`src/rtl/obi_mem_arbiter.sv`:
```
// obi_mem_arbiter: shares one OBI master port between the LSU (id 0) and the
// instruction fetch port (id 1). The address phase is arbitrated and held
// stable until granted; an in-order owner-ID FIFO routes each response back to
// its requester.
// Optional macro OBI_ARB_ROUND_ROBIN_EN: on contention, the port that did not
// win the most recent accepted transaction is preferred. Without it, data
// always beats fetch and no rr pointer exists.
module obi_mem_arbiter #(
  parameter int ADDR_WIDTH      = 32,
  parameter int DATA_WIDTH      = 32,
  parameter int MAX_OUTSTANDING = 2
) (
  input  logic                    clk_i,
  input  logic                    rst_i,
  input  logic                    d_req_i,
  output logic                    d_gnt_o,
  input  logic [ADDR_WIDTH-1:0]   d_addr_i,
  input  logic                    d_we_i,
  input  logic [DATA_WIDTH/8-1:0] d_be_i,
  input  logic [DATA_WIDTH-1:0]   d_wdata_i,
  output logic                    d_rvalid_o,
  output logic [DATA_WIDTH-1:0]   d_rdata_o,
  output logic                    d_err_o,
  input  logic                    i_req_i,
  output logic                    i_gnt_o,
  input  logic [ADDR_WIDTH-1:0]   i_addr_i,
  output logic                    i_rvalid_o,
  output logic [DATA_WIDTH-1:0]   i_rdata_o,
  output logic                    i_err_o,
  output logic                    m_req_o,
  input  logic                    m_gnt_i,
  output logic [ADDR_WIDTH-1:0]   m_addr_o,
  output logic                    m_we_o,
  output logic [DATA_WIDTH/8-1:0] m_be_o,
  output logic [DATA_WIDTH-1:0]   m_wdata_o,
  input  logic                    m_rvalid_i,
  input  logic [DATA_WIDTH-1:0]   m_rdata_i,
  input  logic                    m_err_i,
  output logic                    idle_o
);

  localparam int BW = DATA_WIDTH / 8;
  localparam int PW = (MAX_OUTSTANDING > 1) ? $clog2(MAX_OUTSTANDING) : 1;
  localparam int CW = $clog2(MAX_OUTSTANDING + 1);
  localparam logic [PW-1:0] LAST_PTR = PW'(MAX_OUTSTANDING - 1);
  localparam logic [CW-1:0] FULL_CNT = CW'(MAX_OUTSTANDING);

  // ST_REQ marks "previous address phase just handshook"; it arbitrates
  // exactly like ST_IDLE. Only ST_WAIT locks the selection.
  typedef enum logic [1:0] {ST_IDLE, ST_REQ, ST_WAIT} state_t;

  state_t                     r_state, w_state_nxt;
  logic                       r_sel_q;
  logic                       w_sel, w_pick, w_req, w_push, w_pop, w_head;
  logic                       w_full, w_empty;
  logic [MAX_OUTSTANDING-1:0] r_ids;
  logic [PW-1:0]              r_wptr, r_rptr;
  logic [CW-1:0]              r_cnt;

  assign w_full  = (r_cnt == FULL_CNT);
  assign w_empty = (r_cnt == '0);

`ifdef OBI_ARB_ROUND_ROBIN_EN
  // r_rr holds the port preferred on the next contention.
  logic r_rr;

  // Preference flips to the loser of every accepted transaction.
  always_ff @(posedge clk_i) begin
    if (rst_i)       r_rr <= 1'b0;
    else if (w_push) r_rr <= ~w_sel;
  end

  assign w_pick = (d_req_i & i_req_i) ? r_rr : ~d_req_i;
`else
  assign w_pick = ~d_req_i;
`endif

  // Address-phase state register and locked selection.
  always_ff @(posedge clk_i) begin
    if (rst_i) begin
      r_state <= ST_IDLE;
      r_sel_q <= 1'b0;
    end else begin
      r_state <= w_state_nxt;
      if (w_req) r_sel_q <= w_sel;
    end
  end

  // Next state and request/select. A full FIFO only blocks new (unlocked)
  // requests; a locked request was issued while not full and stays up.
  always_comb begin
    w_state_nxt = r_state;
    w_sel       = w_pick;
    w_req       = 1'b0;
    if (r_state == ST_WAIT) begin
      w_sel = r_sel_q;
      w_req = 1'b1;
    end else begin
      w_req = (d_req_i | i_req_i) & ~w_full;
    end
    if (w_req & m_gnt_i) w_state_nxt = ST_REQ;
    else if (w_req)      w_state_nxt = ST_WAIT;
    else                 w_state_nxt = ST_IDLE;
  end

  assign w_push = w_req & m_gnt_i;
  assign w_pop  = m_rvalid_i & ~w_empty;
  assign w_head = r_ids[r_rptr];

  // In-order owner-ID FIFO; push and pop may coincide.
  always_ff @(posedge clk_i) begin
    if (rst_i) begin
      r_ids  <= '0;
      r_wptr <= '0;
      r_rptr <= '0;
      r_cnt  <= '0;
    end else begin
      if (w_push) begin
        r_ids[r_wptr] <= w_sel;
        r_wptr        <= (r_wptr == LAST_PTR) ? '0 : r_wptr + PW'(1);
      end
      if (w_pop) r_rptr <= (r_rptr == LAST_PTR) ? '0 : r_rptr + PW'(1);
      r_cnt <= r_cnt + CW'(w_push) - CW'(w_pop);
    end
  end

  // Master address phase; zero when not requesting. Fetch is a full-word read.
  assign m_req_o   = w_req;
  assign m_addr_o  = ~w_req ? '0 : (w_sel ? i_addr_i : d_addr_i);
  assign m_we_o    = w_req & ~w_sel & d_we_i;
  assign m_be_o    = ~w_req ? '0 : (w_sel ? {BW{1'b1}} : d_be_i);
  assign m_wdata_o = (w_req & ~w_sel) ? d_wdata_i : '0;
  assign d_gnt_o   = m_gnt_i & w_req & ~w_sel;
  assign i_gnt_o   = m_gnt_i & w_req &  w_sel;

  // Response routing by FIFO head; spurious responses produce nothing.
  assign d_rvalid_o = w_pop & ~w_head;
  assign i_rvalid_o = w_pop &  w_head;
  assign d_rdata_o  = d_rvalid_o ? m_rdata_i : '0;
  assign i_rdata_o  = i_rvalid_o ? m_rdata_i : '0;
  assign d_err_o    = d_rvalid_o & m_err_i;
  assign i_err_o    = i_rvalid_o & m_err_i;
  assign idle_o     = w_empty & ~w_req;

`ifndef SYNTHESIS
  // Protocol monitors: stray responses and requests withdrawn before grant.
  always @(posedge clk_i) begin
    if (!rst_i) begin
      assert (!(m_rvalid_i && w_empty))
        else $warning("obi_mem_arbiter: response with no outstanding transaction dropped");
      assert (!(r_state == ST_WAIT && !(r_sel_q ? i_req_i : d_req_i)))
        else $error("obi_mem_arbiter: request withdrawn before grant");
    end
  end
`endif

endmodule

```
`config.mk`:
```
export PLATFORM = sky130hd
export DESIGN_NAME = obi_mem_arbiter
export DESIGN_NICKNAME = d
export VERILOG_FILES = /design/src/rtl/obi_mem_arbiter.sv
export SDC_FILE = /design/constraint.sdc
export NUM_CORES = 1
export LEC_CHECK = 0
export CAP_MARGIN = 20
export CORE_AREA = 4 4 108 110
export CTS_CLUSTER_SIZE = 30
export DETAILED_ROUTE_END_ITERATION = 8
export DIE_AREA = 0 0 112 114
export HOLD_SLACK_MARGIN = 0.12
export SKIP_LAST_GASP = 1
export SYNTH_ARGS = -nofsm -noshare
export SYNTH_HDL_FRONTEND = slang
export SYNTH_SLANG_ARGS = --single-unit
```
`constraint.sdc`:
```
create_clock -name clk_i -period 2.2 [get_ports clk_i]
set_input_delay 0.66 -clock clk_i [delete_from_list [all_inputs] [get_ports clk_i]]
set_output_delay 0.66 -clock clk_i [all_outputs]
set_load 0.01 [all_outputs]
```
==> reports/metrics.yaml <==
min_path:
  hold_class: "flop to flop"
  min_to: "r_wptr$_SDFFE_PP0P_"
  min_from: "r_wptr$_SDFFE_PP0P_"
  min_path_cells: 2
global_routing:
  grt_util_all_layers: 0.207
  grt_pass1_vias: 3688
  antenna_found_initial: 0
  grt_max_degree: 25
  grt_overflow: 0
  grt_pass1_wl_mm: 21.0
job:
  maxCapViolCount: 0
synthesis:
  syn_area_per_cell_um2: 5.75
  synth.most_common_cell: "nand2_1"
  synthTopCellsByArea: "and2_1 25%, nand2_1 16%, and3_1 13%"
  synthFlopType: "dfxtp_1"
  syn_nets: 425
  postSynthCellCount: 284
  yosys_warnings: 0
  yosysTopAreaCellShare: 0.253
  synth_cell_types: 26
  synth_top_area_cell: "and2_1"
  syn_area_mm2: 0.00163
  ys_seq_area_frac: 0.110
  async_flop_share: 0
  synth_edf_count: 0
  synth_common_cells: "68 x nand2_1, 66 x and2_1, 36 x a21oi_1"
  ys_seq_elements: 9
critical_path:
  crit_type: "input pin to output port"
  timing.rr.start: "r_cnt[1]$_SDFF_PP0_"
  r2r-end: "r_cnt[1]$_SDFF_PP0_"
  crit_top_cell: "buf_12"
  slowest_stage: "mux2i_4"
  rrSetupSlack_ns: 0.16
  reg2reg_depth: 11
  cp.required_ns: 1.54
  critical-path-max-stage-delay_ns: 0.18
  worstSetupEndpointType: "output port"
  crit_buf_inv: 7
  cp.arrival_ns: 1.76
  worstSetupStartpointType: "input pin"
  worstPathCellList: "buf_8 -> inv_4 -> mux2i_4 -> buf_12 -> buf_12 -> buf_12 -> buf_16 -> and3_4 -> buf_6"
  cpLargestDelayFamily: "buffers and inverters"
  path_max_fanout: 5
placement:
  hpwl_mm: 9.00
  gp_congestion: 0.849
  numPortBuffers: 280
drt:
  drt_iter0_drc: 130
  ant_nets: 0
  routed_via_density: 4.41
  drc: 0
  drt_pass1_iterations: 4
  dr_total_vias: 3494
  wirelength_mm: 14.7
  post_drt_wl_per_cell_um: 18.5
sta:
  tightestPinTransition_ns: 0.339
  hold_violations: 0
  slew_headroom: 0.773
  layout_worst_path_cycle_share: 1.10
  finalSetupViolations: 131
  tns_ns: -14.37
  rsz0062_at_grt: "true"
  max_freq_mhz: 413
  hold_ws_ns: 0.511
  skew_ns: 0.00203
  fin_ws_ns: -0.219
  final-max-slew-violation-count: 0
  period_minus_slack_ns: 2.42
floorplan:
  rows: 38
  initial_core_util: 0.153
  core_mm2: 0.0107
  io_pins: 281
  dieHeight_um: 114
  dieArea_mm2: 0.0128
  die_x_um: 112
clocking:
  cts.sinks: 9
  cts-htree-levels: 1
  cts_root_buf: "clkbuf_8"
  cts_tree: "yes"
  cts_buffers: 3
  clock_latency_ns: 0.23
  clk_pin_slew_ns: 0.04
  cts_hold_buffers: 0
  max-clock-path-buffers: 2
cells_and_area:
  nets: 794
  diodes: 0
  layout-drive-gt1-share: 0.704
  syn2layout_area_growth_pct: 329
  fill_cells: 800
status:
  status: "finished, violations left"
  violations: "negative setup slack"
power_and_ir_drop:
  p_comb_frac: 0.899
  swShare: 0.373
  p_int_w: 0.00262
  p_leak_nw: 3.22
  power_density_mw_per_mm2: 598
  fin_total_pwr_w: 0.00419
  p_clk_frac: 0.046
  seqPwrFrac: 0.056
  switchingPower_w: 0.00156
  max-vdd-ir-drop_mv: 0.253
[sequential cells by signal, indices dropped and copies added, names as in the netlist]
name and cells:
r_state 2, r_ids 2, r_rptr 1, r_wptr 1, r_sel_q 1, r_cnt 2
[what timing repair did]
| item | in CTS | in global routing |
|---|---|---|
| cloned | 26 | 4 |
| gates resized for setup | 833 | 180 |
| pin swaps | 113 | 61 |
| buffers inserted | 54 | 19 |
| setup endpoints to repair | 142 | 139 |
[final cells by class]
class,count,area (um^2),area share
clock buffers,4,45.0,0.00643
inverters,5,33.8,0.00482
multi-input cells,243,2110,0.301
flip-flops and latches,9,185,0.0264
well taps,140,175,0.0250
repair buffers,391,4460,0.636
[worst max-delay path by stage]
stage                               start       endpoint  depth (start not counted)
floorplan                         i_req_i        d_gnt_o                          8
global placement                  d_req_i   m_addr_o[14]                          7
detailed placement                d_req_i   m_addr_o[24]                          7
CTS                               d_req_i   m_addr_o[11]                         11
global route        r_state[0]$_SDFF_PP0_   m_addr_o[11]                          9
finish                            d_req_i  m_wdata_o[20]                          9
[cells in the final DEF, fill, tap and decap left out, types with 3 or more instances in the layout]
cell | synthesis | final
a21oi_2 | 0 | 32
nand2b_1 | 3 | 3
clkbuf_8 | 0 | 3
and3_4 | 0 | 32
buf_4 | 4 | 25
nor2_4 | 0 | 8
inv_1 | 5 | 3
dfxtp_1 | 9 | 5
and2_4 | 0 | 63
o21ai_0 | 3 | 3
nor2_2 | 0 | 3
dfxtp_2 | 0 | 4
buf_6 | 2 | 135
and2_1 | 66 | 3
buf_12 | 0 | 33
a21oi_1 | 36 | 4
nand2_1 | 68 | 19
nand2_2 | 0 | 24
nor2_1 | 15 | 4
clkdlybuf4s50_1 | 0 | 136
buf_16 | 0 | 14
clkbuf_16 | 0 | 3
nand2_4 | 0 | 25
buf_8 | 0 | 4
buf_2 | 5 | 41
or3_1 | 3 | 3
[tightest hold or removal path, delay by kind of cell, from the launching register on]
kind | cells | cell delay [ns]
DFF | 1 | 0.32
AOI/OAI and AO/OA | 2 | 0.15
[layer usage]
layer / GRT usage / vias to the layer above / share of wire
met5: 0 / - / 0
met1: 0.214 / 1634 / 0.33
met2: 0.424 / 173 / 0.58
li1: - / 1663 / -
met3: 0.0361 / 24 / 0.062
met4: 0.0585 / 0 / 0.024
[power by group through the flow]
stage                     clock network (W)  logic (W)  registers, W
final                              0.000192    0.00376      0.000233
after global routing               0.000211    0.00396      0.000237
after CTS                          0.000192    0.00361      0.000230
after detailed placement                  0    0.00225      0.000222
after global placement                    0    0.00224      0.000220
after floorplan                           0   0.000858      0.000226
[per-stage QoR]
stage,util,instance area [um^2],setup WS (ns),std cells
after floorplan,-,1640,0.0129,284
after global placement,0.447,4790,-1.02,703
after detailed placement,0.447,4790,-1.03,703
after CTS,0.603,6450,-0.300,787
after global routing,0.655,7000,-0.281,792
final,0.655,7000,-0.219,792
[logic make-up after synthesis]
group,share of synthesized area
buffers and inverters,0.0965
AO/OA/AOI/OAI,0.132
flip-flops,0.110
XOR/XNOR,0.0107
AND/OR/NAND/NOR,0.618
adder cells (fa/ha/maj),0.00766
multiplexers,0.0253
No activity file was read; power rests on OpenSTA's default activity.
==> RTL edit 1, RTL diff (config.mk and constraints unchanged) <==
Set the parameter `ADDR_WIDTH` to 48 (it was 32).
--- a/src/rtl/obi_mem_arbiter.sv
+++ b/src/rtl/obi_mem_arbiter.sv
@@ -7,5 +7,5 @@
 // always beats fetch and no rr pointer exists.
 module obi_mem_arbiter #(
-  parameter int ADDR_WIDTH      = 32,
+  parameter int ADDR_WIDTH      = 48,
   parameter int DATA_WIDTH      = 32,
   parameter int MAX_OUTSTANDING = 2
Ports: changed (resized d_addr_i, i_addr_i and m_addr_o); port bits go from 281 to 329. The function was not compared with the original's and may differ.
==> RTL edit 1 against the unedited design <==
  * The run still ends with negative setup slack left
  * Final area increased by 9.2%
  * Sequential power is 7% higher
  * Area after synthesis increased by 13%
  * Combinational power increased by 7.2%
  * Non-clock buffer count up 42
  * Power up 6.9%
  * Setup slack worse by 0.18 ns
  * Wire length rose by 23%
  * Sequential cell count unchanged
  * Die area is the same
  * Critical endpoint is now m_addr_o[47]
  * Highest routed layer unchanged
==> RTL edit 1: results (changes against the unedited design) <==
Main synth FF type=dfxtp_1; worst ir drop on vdd=0.2875 mV (+13%); Max Buffers Root-to-Sink=2 (unchanged); outcome=finished with violations; # H-tree levels=1 (unchanged); top post-synthesis cells by area=and2_1, nand2_1, a21oi_1; top flop regs=r_cnt: 2 flops, r_ids: 2 flops, r_state: 2 flops; setup slack after layout=-0.3939 ns (-0.1752 ns); Mapped Nets=511 (+20%); Port Buf Inserts=328 (+17%); drt via density=4.535 (+2.8%); Least-Margin Pin Slew=0.3371 ns (-0.002157 ns); register area share after synthesis=9.763% (-1.3 points); First-pass DRT Iterations=4 (unchanged); most frequent cells after synthesis=nand2_1, and2_1, a21oi_1; Setup-failing EPs final=142 (+8.4%); largest net degree at the start of global routing=23 (-8.0%); share of post-route cells with drive strength above 1=65.50% (-4.9 points); worst-path maximum fanout=4 (-1); ys async rst share=0% (unchanged); Hold Crit Class=register to register; dpl hpwl=10.98 mm (+22%); CP max stage delay=0.17 ns; Tot GR Track Use=25.35% (+4.6 points); Synth cell types=25 (-3.8%); Final Hold Vio Count=0 (unchanged); first-pass GRT wire length=25.15 mm (+20%); nets@finish=916 (+15%); failing checks=negative setup slack; Post-synth EDFFs=0 (unchanged); DR iter-0 viols=134 (+3.1%); worst skew pair latency=0.24 ns; Antenna diodes=0 (unchanged); # DRC=0 (unchanged); Layout fillers=801 (+0.13%); leakage dissipation=3.590 nW (+11%); Worst Skew=0.007270 ns (+0.005240 ns); WL/cell=20.46 um (+10%); Clock Tree Root=clkbuf_8; Clock transition at path regs=0.04 ns (about the same); total negative slack=-28.89 ns (-14.52 ns); Routed Antenna Nets=0 (unchanged); RePlAce Congestion=0.8883 (+4.7%); vias in the first global route=4,243 (+15%); delay-heaviest family, CP=buffers and inverters; Yosys warning count=0 (unchanged); Slowest cell on crit path=mux2i_4; initial antenna violation count=0 (unchanged); cts bufs inserted=3 (unchanged)
RTL edit 1: cell count changes after synthesis, sizes merged:
cell,unedited run,this run
buf,12,20
nand2,68,100
a21oi,36,52
clkbuf,15,13
RTL edit 1: metrics by stage:
step                      setup WS [ns]  hold slack, ns  util [%]  std cells  instance area [um2]
after floorplan               -0.006860          0.4417         -        338                 1851
after global placement           -1.053          0.4639     50.57        795                 5410
after detailed placement         -1.012          0.4902     50.57        795                 5410
after CTS                       -0.3934          0.4962     64.37        882                 6887
after global routing            -0.4386          0.5217     71.47        882                 7646
final                           -0.3939          0.5135     71.47        882                 7646
RTL edit 1: timing repair:
item | 4_1_cts | 5_1_grt
gates cloned | 27 | 2
gates resized for setup | 879 | 223
pin swaps | 100 | 64
endpoints found under the setup margin | 157 | 161
buffers inserted | 56 | 10
RTL edit 1: routing by layer:
| metal | routed length [um] | vias up | GRT usage, % |
|---|---|---|---|
| li1 | - | 1903 | - |
| met1 | 6427 | 1882 | 28.36 |
| met2 | 9841 | 173 | 47.44 |
| met3 | 1295 | 42 | 7.162 |
| met4 | 484 | 0 | 6.170 |
| met5 | 0 | - | 0 |
RTL edit 1: power breakdown:
group	switching, mW	internal [mW]	total (mW)
logic	1.69	2.33	4.03
clock network	0.0737	0.127	0.201
registers	0.0456	0.205	0.250
RTL edit 1: cell type report:
type | count | area (um2) | share of cell area [%]
inverters | 5 | 33.78 | 0.4418
repair buffers | 433 | 4738 | 61.97
multi-input cells | 291 | 2467 | 32.27
well taps | 140 | 175.2 | 2.291
flip-flops and latches | 9 | 186.4 | 2.438
clock buffers | 4 | 45.04 | 0.5891
RTL edit 1: path summary, 6_finish.rpt:
| kind | start | slack (ns) | depth (start not counted) | endpoint |
|---|---|---|---|---|
| max | d_req_i | -0.39 | 12 | m_addr_o[47] |
| min | r_wptr | 0.51 | 2 | r_wptr |
| max reg2reg | r_state[0] | 0.18 | 10 | r_ids[1] |
| min reg2reg | r_wptr | 0.51 | 2 | r_wptr |
RTL edit 1: logic make-up (layout without fill, tap and decap cells):
logic type / after synthesis / after routing / synth area share, %
AO/OA/AOI/OAI: 58 / 58 / 16.00
XOR/XNOR: 2 / 2 / 0.9493
adder cells (fa/ha/maj): 1 / 1 / 0.6779
buffers and inverters: 38 / 442 / 9.287
flip-flops: 9 / 9 / 9.763
multiplexers: 4 / 4 / 2.237
AND/OR/NAND/NOR: 226 / 226 / 61.08
RTL edit 1: worst register-to-register path: cells and delay by family (launching register included):
family / cells / cell delay (ns)
mux: 1 / 0.20
simple gates: 2 / 0.51
flops: 1 / 0.31
compound gates: 1 / 0.15
buf+inv: 6 / 0.77
==> RTL edit 2, RTL diff (same settings) <==
Made on the original files. Put a register stage on the outputs `d_err_o` and `i_err_o`, with the module's reset. The values now appear one clock later. The other outputs are not delayed to match.
--- a/src/rtl/obi_mem_arbiter.sv
+++ b/src/rtl/obi_mem_arbiter.sv
@@ -139,6 +139,13 @@
   assign d_rdata_o  = d_rvalid_o ? m_rdata_i : '0;
   assign i_rdata_o  = i_rvalid_o ? m_rdata_i : '0;
-  assign d_err_o    = d_rvalid_o & m_err_i;
-  assign i_err_o    = i_rvalid_o & m_err_i;
+  always_ff @(posedge clk_i) begin
+    if (rst_i) begin
+      d_err_o <= '0;
+      i_err_o <= '0;
+    end else begin
+      d_err_o <= d_rvalid_o & m_err_i;
+      i_err_o <= i_rvalid_o & m_err_i;
+    end
+  end
   assign idle_o     = w_empty & ~w_req;
 
Behaviour: not the same (Yosys sat finds a counterexample within 4 cycles, from zero or initial values and one cycle with rst_i high).
==> RTL edit 2 against the unedited design <==
  * The run still ends with negative setup slack left
  * Final cell count is 6.7% lower
  * Hold slack got worse by 0.017 ns
  * Power shrank 15%
  * Sequential share of layout area increased by 1.3 points
  * Die area did not move
  * Sequential cell count is 2 higher
  * Area after synthesis up 2.4%
  * Setup slack better by 0.096 ns
  * Final area shrank 17%
  * Wire length shrank 9.0%
  * Largest cell class unchanged
==> RTL edit 2: results (changes against the unedited design) <==
vias=3,165 (-9.4%); clock power share=5.6% (+1.0 points); Post CTS Setup Buffer Count=16 (-70%); First-pass DRT Iterations=4 (unchanged); worst ir drop on vdd=0.3435 mV (+36%); outcome=finished with violations; Area Overhead vs Synth=248.8%; Setup-failing EPs final=135 (+3.1%); Reg-to-Reg End=r_cnt[1]; top post-synthesis cells by area=and2_1, nand2_1, dfxtp_1; Clk. pwr=0.200 mW (+4%); Tot GR Track Use=18.14% (-2.6 points); dpl hpwl=9.108 mm (+1.2%); Antenna diodes=0 (unchanged); worst-path maximum fanout=6 (+1); largest net degree at the start of global routing=24 (-4.0%); compound-cell area share of the yosys netlist=12.86% (-0.31 points); RePlAce Congestion=0.8453 (-0.40%); setup slack after layout=-0.1227 ns (+0.09609 ns); total negative slack=-7.794 ns (+6.578 ns); area share of fa/ha/maj cells after synthesis=0.7479% (-0.018 points); Mapped Cells=286 (+0.70%); WL/cell=18.08 um (-2.4%); CP max stage delay=0.25 ns (+0.07 ns); Layout fillers=1,001 (+25%); P_int=2.176 mW (-17%); leakage dissipation=2.727 nW (-15%); failing checks=negative setup slack; sequential power=0.283 mW (+21%); delay-heaviest family, CP=buffers and inverters; cts bufs inserted=3 (unchanged); Inst Count DP=700 (-0.43%); Least-Margin Pin Slew=0.4405 ns (+0.1012 ns); pre-CTS WS=-0.9404 ns (+0.08689 ns); post-CTS sizing=712 (-15%); Mapped Nets=427 (+0.47%); share of post-route cells with drive strength above 1=54.76% (-16 points); first-pass GRT wire length=18.29 mm (-13%); R2R setup slack=0.41 ns (+0.25 ns); Critical Path End=m_wdata_o[14]; Setup CP Type=primary input to primary output; DR iter-0 viols=66 (-49%); worst r2r path cells=7 (-4); Routed WL=13.36 mm (-9.0%); post-synthesis xor/xnor area fraction=1.047% (-0.025 points); final hold slack=0.4944 ns (-0.01688 ns); register area share after synthesis=13.16% (+2.1 points); most frequent cells after synthesis=nand2_1, and2_1, a21oi_1; nets@finish=741 (-6.7%); Arr. time, crit path=1.66 ns (-0.10 ns); Hold Crit Class=register to register; placed cell areas=0.004761 mm2 (-0.52%); worst hold stages=2 (unchanged); vias in the first global route=3,270 (-11%); ys async rst share=0% (unchanged); initial antenna violation count=0 (unchanged); Worst Skew=0.007005 ns (+0.004975 ns); post-synthesis mux area share=2.468% (-0.059 points)
==> RTL edit 2: cell types whose count changed after synthesis, sizes merged <==
cell	delta
nor4b	+1
and3b	+1
buf	+2
clkbuf	-2
and2	-2
dfxtp	+2
==> RTL edit 2: layout make-up <==
| cell class | count | area [um2] | area share, % |
|---|---|---|---|
| timing repair buffer | 335 | 3540 | 60.67 |
| sequential | 11 | 227.7 | 3.903 |
| tap | 140 | 175.2 | 3.002 |
| multi-input combinational | 244 | 1817 | 31.14 |
| inverter | 5 | 28.78 | 0.4932 |
| clock buffer | 3 | 41.29 | 0.7077 |
| clock inverter | 1 | 5.005 | 0.08578 |
==> RTL edit 2: metal layers <==
| metal | part of all wire [%] | track usage [%] | wire length [um] | vias up |
|---|---|---|---|---|
| met5 | 0 | 0 | 0 | - |
| met4 | 2.0 | 4.327 | 272 | 0 |
| met3 | 5.0 | 3.395 | 671 | 18 |
| met2 | 55 | 34.25 | 7354 | 105 |
| met1 | 38 | 21.12 | 5060 | 1483 |
| li1 | - | - | - | 1559 |
